$ cat src/rtl/id_alu_issue.sv
// Decode stage: turns a MIPS instruction into an ALU op, two operands and a destination.
// The result is registered into ID/EX, with stall/flush controls and a saturating illegal counter.
module id_alu_issue #(
   parameter int DATA_W = 32,
   parameter int CNT_W  = 16
) (
   input  logic              clk,
   input  logic              reset,
   input  logic [31:0]       if_instr,
   input  logic              if_valid,
   input  logic [DATA_W-1:0] rs_data,
   input  logic [DATA_W-1:0] rt_data,
   input  logic              stall,
   input  logic              flush,
   output logic              ex_valid,
   output logic [5:0]        ex_alu_op,
   output logic [DATA_W-1:0] ex_a,
   output logic [DATA_W-1:0] ex_b,
   output logic [4:0]        ex_rd,
   output logic              ex_reg_write,
   output logic              ex_illegal,
   output logic [CNT_W-1:0]  illegal_cnt
);

   logic [5:0]        opcode, funct;
   logic [15:0]       imm;
   logic [DATA_W-1:0] sext, zext, shamt_z;
   logic [5:0]        d_op;
   logic [DATA_W-1:0] d_a, d_b;
   logic [4:0]        d_rd;
   logic              d_legal;

   assign opcode  = if_instr[31:26];
   assign funct   = if_instr[5:0];
   assign imm     = if_instr[15:0];
   assign sext    = {{(DATA_W-16){imm[15]}}, imm};
   assign zext    = {{(DATA_W-16){1'b0}}, imm};
   assign shamt_z = {{(DATA_W-5){1'b0}}, if_instr[10:6]};

   // Illegal encodings fall through with d_legal=0 and bubble fields.
   always_comb begin
      d_op    = 6'b000000;
      d_a     = '0;
      d_b     = '0;
      d_rd    = 5'd0;
      d_legal = 1'b0;
      case (opcode)
         6'b000000: begin
            case (funct)
               6'b100000, 6'b100001, 6'b100010, 6'b100011,
               6'b100100, 6'b100101, 6'b100110, 6'b100111,
               6'b101010, 6'b101011: begin
                  d_op    = funct;
                  d_a     = rs_data;
                  d_b     = rt_data;
                  d_rd    = if_instr[15:11];
                  d_legal = 1'b1;
               end
               6'b000000, 6'b000010, 6'b000011: begin
                  d_op    = funct;
                  d_a     = rt_data;
                  d_b     = shamt_z;
                  d_rd    = if_instr[15:11];
                  d_legal = 1'b1;
               end
               6'b000100, 6'b000110, 6'b000111: begin
                  d_op    = funct;
                  d_a     = rt_data;
                  d_b     = rs_data;
                  d_rd    = if_instr[15:11];
                  d_legal = 1'b1;
               end
               default: d_legal = 1'b0;
            endcase
         end
         6'b001000: begin d_op = 6'b100000; d_a = rs_data; d_b = sext; d_rd = if_instr[20:16]; d_legal = 1'b1; end
         6'b001001: begin d_op = 6'b100001; d_a = rs_data; d_b = sext; d_rd = if_instr[20:16]; d_legal = 1'b1; end
         6'b001010: begin d_op = 6'b101010; d_a = rs_data; d_b = sext; d_rd = if_instr[20:16]; d_legal = 1'b1; end
         6'b001011: begin d_op = 6'b101011; d_a = rs_data; d_b = sext; d_rd = if_instr[20:16]; d_legal = 1'b1; end
         6'b001100: begin d_op = 6'b100100; d_a = rs_data; d_b = zext; d_rd = if_instr[20:16]; d_legal = 1'b1; end
         6'b001101: begin d_op = 6'b100101; d_a = rs_data; d_b = zext; d_rd = if_instr[20:16]; d_legal = 1'b1; end
         6'b001110: begin d_op = 6'b100110; d_a = rs_data; d_b = zext; d_rd = if_instr[20:16]; d_legal = 1'b1; end
         // LUI is executed as imm << 16 on the shifter.
         6'b001111: begin d_op = 6'b000000; d_a = zext; d_b = DATA_W'(16); d_rd = if_instr[20:16]; d_legal = 1'b1; end
         default:   d_legal = 1'b0;
      endcase
   end

   // Priority: reset > flush > stall > load. Stall holds every ex_* output and the counter.
   always_ff @(posedge clk) begin
      if (reset) begin
         ex_valid     <= 1'b0;
         ex_alu_op    <= 6'b000000;
         ex_a         <= '0;
         ex_b         <= '0;
         ex_rd        <= 5'd0;
         ex_reg_write <= 1'b0;
         ex_illegal   <= 1'b0;
         illegal_cnt  <= '0;
      end else if (flush) begin
         ex_valid     <= 1'b0;
         ex_alu_op    <= 6'b000000;
         ex_a         <= '0;
         ex_b         <= '0;
         ex_rd        <= 5'd0;
         ex_reg_write <= 1'b0;
         ex_illegal   <= 1'b0;
      end else if (!stall) begin
         ex_valid <= if_valid;
         if (if_valid && d_legal) begin
            ex_alu_op    <= d_op;
            ex_a         <= d_a;
            ex_b         <= d_b;
            ex_rd        <= d_rd;
            ex_reg_write <= (d_rd != 5'd0);
            ex_illegal   <= 1'b0;
         end else begin
            ex_alu_op    <= 6'b000000;
            ex_a         <= '0;
            ex_b         <= '0;
            ex_rd        <= 5'd0;
            ex_reg_write <= 1'b0;
            ex_illegal   <= if_valid;
            if (if_valid && (illegal_cnt != {CNT_W{1'b1}}))
               illegal_cnt <= illegal_cnt + CNT_W'(1);
         end
      end
   end

endmodule

$ cat config.mk
export PLATFORM = sky130hd
export DESIGN_NAME = id_alu_issue
export DESIGN_NICKNAME = d
export VERILOG_FILES = /design/src/rtl/id_alu_issue.sv
export SDC_FILE = /design/constraint.sdc
export NUM_CORES = 1
export LEC_CHECK = 0
export CORE_MARGIN = 2
export CORE_UTILIZATION = 45
export CTS_CLUSTER_DIAMETER = 120
export DETAILED_ROUTE_END_ITERATION = 10
export HOLD_SLACK_MARGIN = 0.05
export PLACE_DENSITY_LB_ADDON = 0.1
export SLEW_MARGIN = 10
export SYNTH_ARGS = -nofsm -noshare
export SYNTH_HDL_FRONTEND = slang
export SYNTH_SLANG_ARGS = --single-unit
export TNS_END_PERCENT = 1
$ cat constraint.sdc
create_clock -name clk -period 4.9 [get_ports clk]
set_input_delay 0.98 -clock clk [delete_from_list [all_inputs] [get_ports clk]]
set_output_delay 0.98 -clock clk [all_outputs]
set_load 0.1 [all_outputs]
==> results of run 1 <==
## tightest hold or removal path, cell delays in order (launching register included)
cell and delay [ps]:
dfxtp_1 340, nand2_1 40, o21ai_0 60
## power by group
part,switching (mW),internal (mW)
clock,0.297,0.191
combinational,0.0948,0.0963
sequential,0.00176,0.766
total,0.393,1.05
## layer usage
metal / track usage, % / wire length (µm)
met1: 34.64 / 5915
met2: 48.89 / 7333
met3: 6.625 / 1293
met4: 8.940 / 233
met5: 0 / 0
## placed cells by master (no fill, tap or decap), drive strengths merged, types with 4 or more instances in the layout
cell / n
a222oi: 16
o2bb2ai: 5
a32oi: 5
o211ai: 16
o21ai: 63
a22oi: 63
nand4: 4
nor2: 13
clkdlybuf4s50: 189
inv: 9
nor3: 4
nand2: 74
a21oi: 17
nor2b: 4
nand3: 10
or4: 11
dfxtp: 94
buf: 11
o31ai: 10
clkbuf: 9
or3: 4
mux2i: 5
## worst paths after layout
| kind | start | end | slack (ps) | cells after the start |
|---|---|---|---|---|
| max | if_instr[28] | ex_b[29]$_SDFFE_PP0N_ | 1030 | 6 |
| min | ex_a[7]$_SDFFE_PP0N_ | ex_a[7]$_SDFFE_PP0N_ | 460 | 2 |
| max reg2reg | illegal_cnt[0]$_SDFFE_PP0P_ | illegal_cnt[9]$_SDFFE_PP0P_ | 2680 | 6 |
| min reg2reg | ex_a[7]$_SDFFE_PP0N_ | ex_a[7]$_SDFFE_PP0N_ | 460 | 2 |
## flip-flops by register name (all words and copies together) (netlist names)
signal and count:
ex_a 32, ex_rd 5, ex_b 32, illegal_cnt 16, ex_alu_op 6, ex_reg_write 1
ex_valid 1, ex_illegal 1
## area by class of cell
cell class	instances	area [µm²]	area share [%]
repair buffers	200	1974	30.58
well taps	129	161.4	2.500
flip-flops and latches	94	1882	29.14
clock inverters	7	56.30	0.8719
multi-input cells	358	2237	34.64
inverters	6	22.52	0.3488
clock buffers	9	123.9	1.918
## stage by stage
| step | hold slack, ps | total power, mW | area [µm²] | cells |
|---|---|---|---|---|
| final | 460.7 | 1.446 | 6457 | 803 |
| after global routing | 481.0 | 1.489 | 6457 | 803 |
| after CTS | 464.2 | 1.445 | 6457 | 803 |
| after detailed placement | 440.8 | 0.9732 | 6277 | 787 |
| after global placement | 435.6 | 0.9699 | 6277 | 787 |
| after floorplan | 881.7 | 0.8556 | 4284 | 499 |
## cells by family after synthesis
logic type,after synthesis,share of synthesized area [%]
flops,94,43.93
compound gates,207,33.00
mux,8,1.957
buf+inv,47,4.468
fa+ha+maj,1,0.2920
simple gates,142,16.36
==> results.cfg, run 1 <==
[timing]
setup_viol = 0
slew_viol_final = 0
fin_ws_ps = 1034
worstMarginPinSlew_ps = 1023
clock-skew-final_ps = 4.435
rsz0062_at_grt = no
min_period_ps = 3866
finalHoldViolCount = 0
fmax_mhz = 258.6
slew_headroom_pct = 31.61
finalSetupTns_ps = 0
fin_crit_sh_pct = 78.91

[detailed_routing]
drtIter0Drc = 353
first_pass_iters = 6
vias = 4785
ant_nets = 0
drt-total-wl_um = 14780
post-route-drc-count = 0
viasPerCell = 5.959
wl_per_cell_um = 18.40

[layout]
drive_gt1_share_pct = 5.935
fillers = 749
antenna_cells = 0
syn_to_final_growth_pct = 50.73
final_net_count = 771
final_util_pct = 69.88

[global_route]
antenna_found_initial = 0
grt_overflow = 0
grt_max_degree = 39
grt_util_all_layers_pct = 28.24
grt_pass1_vias = 4644
grt_first_pass_wirelength_um = 23250

[synthesis]
synth_most_common_cell = dfxtp_1
yosys_warnings = 0
yosysTopAreaCellShare_pct = 43.93
netlist_area_um2 = 4284
synth_nets = 601
synthesis.instances = 499
avgSynthCellArea_um2 = 8.585
yosysSeqAreaShare_pct = 43.93
synth_edf_count = 0
synth_seq_cells = 94
yosys.area.top_type = dfxtp_1
yosys-top-cells-area = dfxtp_1, a22oi_1, o21ai_0
synth.top_cells.by_count = dfxtp_1, nand2_1, a22oi_1
synth.distinct_cells = 47
synth_ff_type = dfxtp_1
async_flop_share_pct = 0

[power]
power_density_nw_per_um2 = 223.9
ir_drop_uv = 115.9
p_leak_nw = 2.043

[critical_path]
crit_path_end_kind = flop
critPathRequiredTime_ps = 5160
crit_slowest_cell = nand2_1
critPathBufInv = 1
path_delay_family = simple AND/OR/NAND/NOR gates
worst-setup-path-type = primary input to flop
crit_chain = clkdlybuf4s50_1 > or4_1 > nor4_2 > o21a_1 > nand2_1 > o211ai_1
critPathMaxStageDelay_ps = 710
crit_fanout = 27
setup.worst_path.start_class = primary input
critPathArrivalTime_ps = 4130

[run_status]
outcome = completed

[worst_hold_path]
hold_path.class = flop to flop

[floorplan]
die_h_um = 101.6
fp.coreArea_um2 = 9240
rows = 35
initial_utilization_pct = 46.36
die_w_um = 101.6
ios = 195
dieArea_um2 = 10320

[job]
maxCapViolations = 0

[clocking]
cts.clk_slew.worst_paths_ps = 100
post_cts_buffers = 0
numCtsBuffers = 9
cts_buffer_depth = 2
cts_root_buf = clkbuf_8
ctsHtreeMaxLevel = 3
clk_latency_ps = 350
cts_resized = 0
cts_tree = done
cts_hold_buf = 0
clock_sinks = 94

[placed_design]
globalplace.congestion = 0.8367
place_ws_ps = 687.6
hpwlAfterDp_um = 10810
port-buffer-count = 189
Note: power is estimated with default switching activity, not from simulation.
==> run 2, diff against run 1 <==
--- a/config.mk
+++ b/config.mk
@@ -6,7 +6,7 @@
 export NUM_CORES = 1
 export LEC_CHECK = 0
 export CORE_MARGIN = 2
-export CORE_UTILIZATION = 45
+export CORE_UTILIZATION = 42
 export CTS_CLUSTER_DIAMETER = 120
 export DETAILED_ROUTE_END_ITERATION = 10
 export HOLD_SLACK_MARGIN = 0.05
==> constraint.sdc (replaced) <==
create_clock -name clk -period 3.8 [get_ports clk]
set_input_delay 0.76 -clock clk [delete_from_list [all_inputs] [get_ports clk]]
set_output_delay 0.76 -clock clk [all_outputs]
set_load 0.1 [all_outputs]
==> results.cfg, run 2 (synthesis gave the netlist of run 1 again) <==
[placed_design]
port-buffer-count = 189
hpwlAfterDp_um = 10730
dp_cells = 795
globalplace.congestion = 0.8730
post_dp_cell_area_um2 = 6325
place_ws_ps = 435.7

[timing]
rsz0062_at_grt = no
slew_headroom_pct = 29.58
slew_viol_final = 0
finalHoldViolCount = 0
worstMarginPinSlew_ps = 1053
fmax_mhz = 333.0
finalSetupTns_ps = 0
fin_crit_sh_pct = 79.02
setup_viol = 0
holdWs_ps = 462.8
fin_ws_ps = 797.1
min_period_ps = 3003
clock-skew-final_ps = 7.951

[power]
power_mw = 1.918
ir_drop_uv = 205.1
p_sw_share_pct = 25.73
internal_power_mw = 1.424
power_frac_comb_pct = 13.0
power_frac_clock_pct = 35.5
switching_power_mw = 0.4934
power_density_nw_per_um2 = 294.0
power_frac_seq_pct = 51.6
p_leak_nw = 2.076

[layout]
design_area_um2 = 6523
layout_commonest_cell = clkdlybuf4s50_1
antenna_cells = 0
final_net_count = 775
final_util_pct = 66.42
largestRegisters = ex_a: 32 flops, ex_b: 32 flops, illegal_cnt: 16 flops
syn_to_final_growth_pct = 52.25
fin_cells = 811
drive_gt1_share_pct = 6.342
final_cell_mix = clkdlybuf4s50_1, dfxtp_1, nand2_1

[detailed_routing]
wl_per_cell_um = 18.13
viasPerCell = 5.915
vias = 4797
drtIter0Drc = 349
first_pass_iters = 6
drt-total-wl_um = 14710
post-route-drc-count = 0
ant_nets = 0

[floorplan]
die_h_um = 105.0
ios = 195
initial_utilization_pct = 43.63
die_w_um = 105.0
dieArea_um2 = 11020
rows = 36
fp.coreArea_um2 = 9819

[critical_path]
critPathArrivalTime_ps = 3250
worst-setup-path-type = primary input to flop
critPathRequiredTime_ps = 4050
crit_fanout = 28
setup.worst_path.start_class = primary input
crit_path_end_kind = flop

[global_route]
grt_overflow = 0
grt_pass1_vias = 4561
grt_first_pass_wirelength_um = 22950
grt_max_degree = 50
grt_util_all_layers_pct = 25.76
antenna_found_initial = 0

[clocking]
cts_root_buf = clkbuf_8
ctsHtreeMaxLevel = 3
cts_buffer_depth = 2
cts_hold_buf = 0
clk_latency_ps = 360
cts.clk_slew.worst_paths_ps = 90
clock_sinks = 94
post_cts_buffers = 0
numCtsBuffers = 9
cts_resized = 0
cts_tree = done

[worst_hold_path]
hold_path.class = flop to flop

[run_status]
outcome = completed

[job]
maxCapViolations = 0
run 2: cell types whose count changed in the layout (fill, tap and decap cells not counted), sizes merged:
cell / before / now
buf: 11 / 15
clkinvlp: 3 / 2
inv: 9 / 8
clkbuf: 9 / 10
bufinv: 0 / 1
run 2: final timing paths:
path,start,endpoint,slack [ps],cells past startpoint
setup / recovery,if_instr[26],illegal_cnt[12]$_SDFFE_PP0P_,800,7
hold / removal,ex_a[30]$_SDFFE_PP0N_,ex_a[30]$_SDFFE_PP0N_,460,2
setup reg to reg,illegal_cnt[0]$_SDFFE_PP0P_,illegal_cnt[13]$_SDFFE_PP0P_,1580,6
hold reg to reg,ex_a[30]$_SDFFE_PP0N_,ex_a[30]$_SDFFE_PP0N_,460,2
run 2: cell type report:
type / count / area (µm²)
inverters: 6 / 22.52
multi-input cells: 358 / 2237
well taps: 133 / 166.4
repair buffers: 204 / 2017
fillers: 873 / 3297
flip-flops and latches: 94 / 1882
clock inverters: 6 / 70.07
clock buffers: 10 / 127.6
run 2: power groups by stage:
stage,Clock (mW),Combinational (mW),Sequential (mW)
floorplan,0,0.0715,1.03
global route,0.733,0.263,0.990
global placement,0,0.242,1.01
finish,0.680,0.249,0.989
CTS,0.686,0.246,0.989
detailed placement,0,0.245,1.01
run 2: critical path, cell delays in order:
cell             delay (ps)
clkdlybuf4s50_1         510
or4_1                   640
nor4_2                  280
o21a_1                  340
buf_4                   330
nor4b_1                 100
mux2_2                  280
run 2: layer usage:
layer | global-route usage, % | up-vias | wire [µm]
met4 | 8.857 | 0 | 259
met3 | 6.613 | 16 | 1305
met1 | 30.46 | 2301 | 5781
met2 | 45.08 | 210 | 7361
li1 | - | 2270 | -
met5 | 0 | - | 0
==> run 3, diff against run 2 <==
==> constraint.sdc (replaced) <==
create_clock -name clk -period 3.1 [get_ports clk]
set_input_delay 0.62 -clock clk [delete_from_list [all_inputs] [get_ports clk]]
set_output_delay 0.62 -clock clk [all_outputs]
set_load 0.1 [all_outputs]
==> results.cfg, run 3 (synthesis gave the netlist of run 1 again) <==
[layout]
design_area_um2 = 6387
final_cell_mix = buf_4, clkdlybuf4s50_1, dfxtp_1
largestRegisters = ex_a: 32 flops, ex_b: 32 flops, illegal_cnt: 16 flops
syn_to_final_growth_pct = 49.09
final_net_count = 784
final_util_pct = 65.05
drive_gt1_share_pct = 21.40
antenna_cells = 0
layout_commonest_cell = buf_4
fillers = 869

[floorplan]
dieArea_um2 = 11020
initial_utilization_pct = 43.63
ios = 195
fp.coreArea_um2 = 9819
die_w_um = 105.0
die_h_um = 105.0
rows = 36

[clocking]
post_cts_buffers = 0
cts_resized = 0
cts_tree = done
cts_root_buf = clkbuf_8
cts_buffer_depth = 2
cts_hold_buf = 0
ctsHtreeMaxLevel = 3
cts.clk_slew.worst_paths_ps = 90
clk_latency_ps = 360
clock_sinks = 94
numCtsBuffers = 9

[timing]
finalSetupTns_ps = 0
clock-skew-final_ps = 2.267
finalHoldViolCount = 0
setup_viol = 0
min_period_ps = 2649
worstMarginPinSlew_ps = 938.7
slew_viol_final = 0
rsz0062_at_grt = no
fin_crit_sh_pct = 85.45
slew_headroom_pct = 37.42
fmax_mhz = 377.5

[worst_hold_path]
hold_depth = 2
worstHoldStart = ex_a[24]$_SDFFE_PP0N_
hold_end = ex_a[24]$_SDFFE_PP0N_
hold_path.class = flop to flop

[detailed_routing]
first_pass_iters = 6
ant_nets = 0
post-route-drc-count = 0
drtIter0Drc = 319
vias = 4748
wl_per_cell_um = 17.69
viasPerCell = 5.790
drt-total-wl_um = 14500

[global_route]
grt_first_pass_wirelength_um = 22740
grt_overflow = 0
grt_pass1_vias = 4444
grt_max_degree = 49
antenna_found_initial = 0
grt_util_all_layers_pct = 25.60

[critical_path]
r2r-end = illegal_cnt[13]$_SDFFE_PP0P_
setup.worst_path.start_class = primary input
crit_path_start = if_instr[31]
crit_path_end_kind = flop
critPathArrivalTime_ps = 2950
r2r-start = illegal_cnt[0]$_SDFFE_PP0P_
rrSetupSlack_ps = 900
crit_fanout = 10
r2r_cells = 6
critPathRequiredTime_ps = 3400
worst-setup-path-type = primary input to flop

[placed_design]
port-buffer-count = 189
post_dp_cell_area_um2 = 6170
hpwlAfterDp_um = 10670
globalplace.congestion = 0.8576

[power]
p_leak_nw = 2.334
power_density_nw_per_um2 = 376.9
ir_drop_uv = 198.7

[run_status]
outcome = completed

[job]
maxCapViolations = 0
## run 3: changes by cell type in the layout (fill, tap and decap cells not counted)
cell             before  now
clkdlybuf4s50_1     189   95
clkinv_4              0    1
inv_8                 1    0
clkbuf_1              1    0
clkbuf_8              9   12
clkinvlp_4            2    0
buf_12                1    2
buf_4                14  116
## run 3: final cells by class
type                       instances  area (µm²)  area share (%)
timing repair buffer             213        1862           29.15
multi-input combinational        358        2237           35.02
clock buffer                      12       165.2           2.586
sequential                        94        1882           29.46
clock inverter                     4       52.55          0.8227
tap                              133       166.4           2.605
inverter                           6       22.52          0.3526
## run 3: worst max-delay path by stage
stage,end,slack (ps),cells past startpoint
final,illegal_cnt[13]$_SDFFE_PP0P_,450,6
after global routing,illegal_cnt[9]$_SDFFE_PP0P_,400,6
after CTS,illegal_cnt[13]$_SDFFE_PP0P_,460,6
after detailed placement,illegal_cnt[13]$_SDFFE_PP0P_,80,6
after global placement,illegal_cnt[13]$_SDFFE_PP0P_,110,6
after floorplan,illegal_cnt[13]$_SDFFE_PP0P_,390,6
## run 3: power breakdown
group	internal [mW]	switching, mW
combinational	0.159	0.150
sequential	1.21	0.00262
clock	0.443	0.443
total	1.81	0.596
## run 3: critical path: stages
cell and delay [ps]:
clkdlybuf4s50_1 540, nor3b_4 60, or3_4 380, or4b_1 670, or4_1 520, a21oi_1 150
## run 3: routing by layer
| metal | GRT usage [%] | part of all wire (%) | vias up |
|---|---|---|---|
| li1 | - | - | 2285 |
| met1 | 31.20 | 42 | 2237 |
| met2 | 44.57 | 49 | 208 |
| met3 | 7.361 | 7.6 | 18 |
| met4 | 5.810 | 1.7 | 0 |
| met5 | 0 | 0 | - |
## run 3: through the flow
step | total power [mW] | setup WS [ps] | hold slack [ps] | instances
floorplan | 1.352 | 392.3 | 699.3 | 499
global route | 2.496 | 399.6 | 486.0 | 820
global placement | 1.543 | 114.1 | 440.5 | 804
CTS | 2.413 | 455.5 | 465.1 | 820
detailed placement | 1.547 | 77.32 | 443.4 | 804
finish | 2.407 | 451.0 | 460.8 | 820
